`src/rtl/rxll_frame_rd.sv`:
```
// Read-side frame sequencer: pops SATA rx FIFO words and emits whole
// LocalLink frames, with SOF/EOF framing, truncation and per-frame status.
module rxll_frame_rd #(
  parameter int C_MAX_WORDS   = 2049,
  parameter int C_CNT_WIDTH   = 12,
  parameter int C_CUT_THROUGH = 0
) (
  input  logic                   clk,
  input  logic                   rst,
  input  logic [35:0]            fifo_do,
  input  logic                   fifo_empty,
  input  logic                   fifo_almost_empty,
  input  logic                   fifo_eof_rdy,
  output logic                   fifo_rd_en,
  output logic [31:0]            ll_data,
  output logic                   ll_sof_n,
  output logic                   ll_eof_n,
  output logic                   ll_src_rdy_n,
  input  logic                   ll_dst_rdy_n,
  output logic                   frm_done,
  output logic [C_CNT_WIDTH-1:0] frm_len,
  output logic                   frm_err,
  output logic                   frm_ovf,
  output logic                   frm_drop
);

  typedef enum logic [1:0] {
    IDLE,
    XFER,
    DROP,
    STAT
  } state_t;

  localparam logic [C_CNT_WIDTH-1:0] MAXW =
    C_CNT_WIDTH'(C_MAX_WORDS);
  localparam logic CT = (C_CUT_THROUGH != 0);

  state_t                 state;
  logic [C_CNT_WIDTH-1:0] cnt;
  logic [C_CNT_WIDTH-1:0] cnt_nxt;
  logic                   last_ld;
  logic                   f_err;
  logic                   f_ovf;
  logic                   f_drop;
  logic                   beat;
  logic                   hit_max;
  logic                   start_ok;
  logic                   fin_xfer;
  logic                   go_stat;
  logic                   unused_bit;

  assign unused_bit = fifo_do[32];

  always_comb begin
    beat     = ~ll_src_rdy_n & ~ll_dst_rdy_n;
    start_ok = fifo_eof_rdy | (CT & ~fifo_almost_empty);
    cnt_nxt  = (cnt == MAXW) ? cnt : cnt + 1'b1;
    hit_max  = (cnt_nxt == MAXW);
    fifo_rd_en = 1'b0;
    unique case (state)
      XFER: fifo_rd_en = ~fifo_empty
                       & (ll_src_rdy_n | beat)
                       & ~last_ld;
      DROP: fifo_rd_en = ~fifo_empty;
      default: fifo_rd_en = 1'b0;
    endcase
    fin_xfer = (state == XFER) & beat & ~ll_eof_n;
    go_stat  = (fin_xfer & ~f_ovf)
             | ((state == DROP) & fifo_rd_en & fifo_do[34]);
  end

  always_ff @(posedge clk or posedge rst) begin
    if (rst) begin
      state        <= IDLE;
      cnt          <= '0;
      last_ld      <= 1'b0;
      f_err        <= 1'b0;
      f_ovf        <= 1'b0;
      f_drop       <= 1'b0;
      ll_data      <= '0;
      ll_sof_n     <= 1'b1;
      ll_eof_n     <= 1'b1;
      ll_src_rdy_n <= 1'b1;
      frm_done     <= 1'b0;
      frm_len      <= '0;
      frm_err      <= 1'b0;
      frm_ovf      <= 1'b0;
      frm_drop     <= 1'b0;
    end else begin
      frm_done <= 1'b0;
      if (go_stat) begin
        frm_done <= 1'b1;
        frm_len  <= cnt;
        frm_err  <= f_err;
        frm_ovf  <= f_ovf;
        frm_drop <= f_drop;
      end
      unique case (state)
        IDLE: begin
          if (!fifo_empty) begin
            if (!fifo_do[35]) begin
              state  <= DROP;
              f_drop <= 1'b1;
            end else if (start_ok) begin
              state <= XFER;
            end
          end
        end
        XFER: begin
          if (fifo_rd_en) begin
            ll_src_rdy_n <= 1'b0;
            ll_data      <= fifo_do[31:0];
            ll_sof_n     <= ~(cnt == '0);
            ll_eof_n     <= ~(fifo_do[34] | hit_max);
            cnt          <= cnt_nxt;
            if ((cnt != '0) && fifo_do[35])
              f_err <= 1'b1;
            // EOF wins over truncation when both land on the same word
            if (fifo_do[34]) begin
              last_ld <= 1'b1;
              if (fifo_do[33])
                f_err <= 1'b1;
            end else if (hit_max) begin
              last_ld <= 1'b1;
              f_ovf   <= 1'b1;
            end
          end else if (beat) begin
            ll_src_rdy_n <= 1'b1;
            ll_sof_n     <= 1'b1;
            ll_eof_n     <= 1'b1;
          end
          if (fin_xfer)
            state <= f_ovf ? DROP : STAT;
        end
        DROP: begin
          if (fifo_rd_en && fifo_do[34])
            state <= STAT;
        end
        STAT: begin
          state   <= IDLE;
          cnt     <= '0;
          last_ld <= 1'b0;
          f_err   <= 1'b0;
          f_ovf   <= 1'b0;
          f_drop  <= 1'b0;
        end
        default: state <= IDLE;
      endcase
    end
  end

endmodule
```
`config.mk`:
```
export PLATFORM = sky130hd
export DESIGN_NAME = rxll_frame_rd
export DESIGN_NICKNAME = d
export VERILOG_FILES = /design/src/rtl/rxll_frame_rd.sv
export SDC_FILE = /design/constraint.sdc
export NUM_CORES = 1
export LEC_CHECK = 0
export ABC_AREA = 1
export CAP_MARGIN = 0
export CORE_ASPECT_RATIO = 1.25
export CORE_MARGIN = 1.5
export CORE_UTILIZATION = 42
export DETAILED_ROUTE_END_ITERATION = 6
export PLACE_DENSITY_LB_ADDON = 0.25
export RECOVER_POWER = 50
export SKIP_LAST_GASP = 1
export SLEW_MARGIN = 30
export SYNTH_ARGS = -nofsm -noshare
export SYNTH_HDL_FRONTEND = slang
export SYNTH_SLANG_ARGS = --single-unit
```
`constraint.sdc`:
```
create_clock -name clk -period 2.75 [get_ports clk]
set_input_delay 0.6875 -clock clk [delete_from_list [all_inputs] [get_ports clk]]
set_output_delay 0.6875 -clock clk [all_outputs]
set_load 0.02 [all_outputs]
```
==> key figures <==
Setup path
  • CP Cell Sequence: clkdlybuf4s50_1 -> inv_1 -> nor2_1 -> o31ai_2 -> nand2_1 -> nor2_4 -> dlygate4sd2_1
  • CP Buf/Inv Count: 3
  • Max stage delay on crit path: 0.42 ns
  • Crit path max-delay family: buffers and inverters
  • Reg2Reg Capture Point: frm_ovf
  • Crit. Startpoint: ll_dst_rdy_n
  • CP Class: in -> out
  • Nature of the critical path startpoint: primary input
  • Worst reg2reg path depth: 11
  • CP endpoint: fifo_rd_en
  • R2r startpoint: state[1]
  • CP endpoint kind: output pin
  • Worst EP arrival: 1.92 ns
  • Reg2reg setup slack: 0.30 ns
  • Max FO, Critical Path: 2
  • CP Depth: 7
  • Data required time at the worst endpoint: 2.06 ns
  • Slowest CP cell: clkdlybuf4s50_1

Yosys
  • Complex-gate fraction of the synthesized area: 11.43%
  • Post-synthesis average cell area: 8.791 µm²
  • Commonest cells post-synth: 146 x nand2_1, 66 x dfrtp_1, 35 x nor2_1, 31 x inv_1, 16 x nand3_1
  • Number of synthesized flops with an enable pin: 0
  • Top-count cell post-synth: nand2_1
  • Post-Syn Nets: 430
  • Syn Inst Count: 381
  • Synth async-reset ratio: 100.0%
  • Number of synthesis warnings: 0
  • Adder-cell share of the synthesized area: 2.615%
  • Mapped Area: 0.003349 mm²
  • Largest family of logic cells by synthesized area: simple AND/OR/NAND/NOR gates
  • Mux contribution to synthesized area: 0%
  • Post-Synth XOR/XNOR Area: 1.830%
  • Sequential share of the synthesized area: 51.66%
  • #FFs+latches synth: approximately 70
  • Post-synthesis simple-gate area fraction: 25.10%
  • Netlist cell types: 32
  • Cell taking the most area after synthesis: dfrtp_1
  • Post-synth top area share: 49.31%
  • Area contributors post-synth: dfrtp_1 49%, nand2_1 16%, nor2_1 3.9%
  • Synth Flop Type: dfrtp_1

GRT
  • Largest net degree at the start of global routing: 70
  • Initial antenna violation count: 0
  • First-pass GRT wire length: 12.41 mm
  • GR Util All Layers: 18.33%
  • Routing usage on met2: 30.14%
  • GR Util met1: between 20% and 30%
  • Met3 usage: under 10%
  • GRT busiest layer: met2
  • Vias in the first global route: 2668
  • Grt ovf: 0

Clock network
  • Worst-Skew Late Latency: 0.35 ns
  • CTS tree: done
  • CTS Buf Count: 9
  • H-tree Lvls: 3
  • Clock transition at path regs: 0.06 ns
  • Clk Tree Root Cell: clkbuf_8
  • CTS Sinks: 69
  • Bufs on Longest Clock Path: 2
  • Hold_buf cts: 0
  • Total setup buffers inserted after CTS: 0

Detailed routing
  • Drt drc: 0
  • DRT Wirelength: around 7.4 mm
  • Vias: 2761
  • DRT Pass-1 Iters: 5
  • Vias per cell: 4.793
  • DRT iter0 DRCs: 92
  • Final ANT Viol Nets: 0
  • Wire per inst: 12.88 µm

Place
  • Routability cong.: 0.8553
  • Port Buffers: slightly above 90
  • Placed Cells: 560
  • Detailed placement HPWL: 5.145 mm

Timing
  • Final Hold Vio Count: 0
  • Worst slew pin tran: 1.682 ns
  • Setup violators final: 0
  • Unrepaired setup endpoints after global routing: no
  • Skew final: 0.007454 ns
  • Final worst path period share: 94.69%
  • Final Max Slew Viols: 70
  • Peak Freq: 384.0 MHz
  • Crit path time final: 2.604 ns
  • WHS: 0.4748 ns
  • Slew HR: -12.11%

Power
  • LEAKAGE: 2.158 nW
  • Total Power: 4.435 mW
  • Worst vdd ir: 469.0 µV
  • Cell area power density: approximately 1000 mW/mm²

Status
  • Outcome: complete, but fails checks
  • Failing checks: capacitance limit, slew limit

Job
  • Max Cap Viol: 1

Floorplanning
  • Die W: a little over 80 µm
  • Die area: between 0.008 and 0.009 mm²
  • Die H: 102.8 µm
  • Core area: 0.007747 mm²
  • Initial Utilization: a little over two fifths
  • # IOs: 94
  • Row count: 36

Min path
  • Hold/Removal Path Class: reg -> reg

Final layout
  • Final net count: 525
  • Share of cells above drive strength 1: approximately a tenth
  • Non-filler cells, final: 576
  • ANT cells: 0
  • Area Overhead vs Synth: 33.88%
==> layout by cell type (no fill, tap or decap), types with 2 or more instances in the layout <==
master and n:
nand2_1 146, dfrtp_1 66, clkdlybuf4s50_1 66, nor2_1 35, inv_1 30, dlygate4sd3_1 24
nand3_1 16, a21oi_2 11, clkbuf_8 11, o22ai_2 10, o21ai_0 10, xor2_1 7
ha_1 7, clkbuf_1 5, nand4_1 4, a21oi_1 4, dfstp_2 3, nand2_2 2
inv_4 2, clkbuf_2 2, buf_4 2
==> power breakdown <==
| group | internal (mW) | switching (mW) | total [mW] | leakage (nW) |
|---|---|---|---|---|
| logic | 0.914 | 1.14 | 2.06 | 1.19 |
| registers | 1.42 | 0.218 | 1.64 | 0.884 |
| clock network | 0.377 | 0.361 | 0.738 | 0.0877 |
==> per-layer routing <==
metal,vias to the layer above,wire (µm)
met4,0,161
met1,1290,3316
met2,65,3597
met3,12,345
li1,1394,-
met5,-,0
==> how the worst min path moves through the flow <==
stage | startpoint | endpoint | depth (start not counted)
finish | ll_data[9] | ll_data[9] | 2
global route | ll_data[27] | ll_data[27] | 2
CTS | ll_data[9] | ll_data[9] | 2
detailed placement | ll_data[28] | ll_data[28] | 2
global placement | ll_data[30] | ll_data[30] | 2
floorplan | f_err | frm_err | 2
==> registers in the layout, summed over array words and instances, names as in the netlist <==
name	cells
ll_data	32
cnt	12
frm_len	12
state	2
f_drop	1
f_err	1
f_ovf	1
frm_done	1
frm_drop	1
frm_err	1
frm_ovf	1
last_ld	1
ll_eof_n	1
ll_sof_n	1
ll_src_rdy_n	1
==> tightest hold or removal path: cells and delay by family, from the launching register on <==
kind / cells / cell delay (ns)
flops: 1 / 0.34
simple gates: 2 / 0.11
==> metrics by stage <==
step	setup slack, ns	setup TNS, ns	instance area [µm²]	utilization [%]
after detailed placement	-0.1276	-0.1276	4348	56.12
after global routing	0.04206	0	4484	57.88
after global placement	-0.1121	-0.1121	4348	56.12
after CTS	0.1322	0	4518	58.32
after floorplan	0.3276	0	3349	-
final	0.1460	0	4484	57.88
==> cells by family (layout without fill, tap and decap cells) <==
group                    after synthesis  count (layout)
XOR/XNOR                               7               7
AO/OA/AOI/OAI                         44              44
buffers and inverters                 47             147
adder cells (fa/ha/maj)                7               7
AND/OR/NAND/NOR                      207             207
flip-flops                            69              69
==> cell type report <==
cell class	count	area (µm²)
clock buffer	15	166.4
clock inverter	1	5.005
fill	701	3263
inverter	34	132.6
multi-input combinational	265	1373
sequential	69	1730
tap	95	118.9
timing repair buffer	97	958.4
==> what timing repair did <==
action,CTS,global route
resized for setup,1,0
hold endpoints to repair,0,0
setup endpoints to repair,1,0
(Power assumes the default switching activity.)
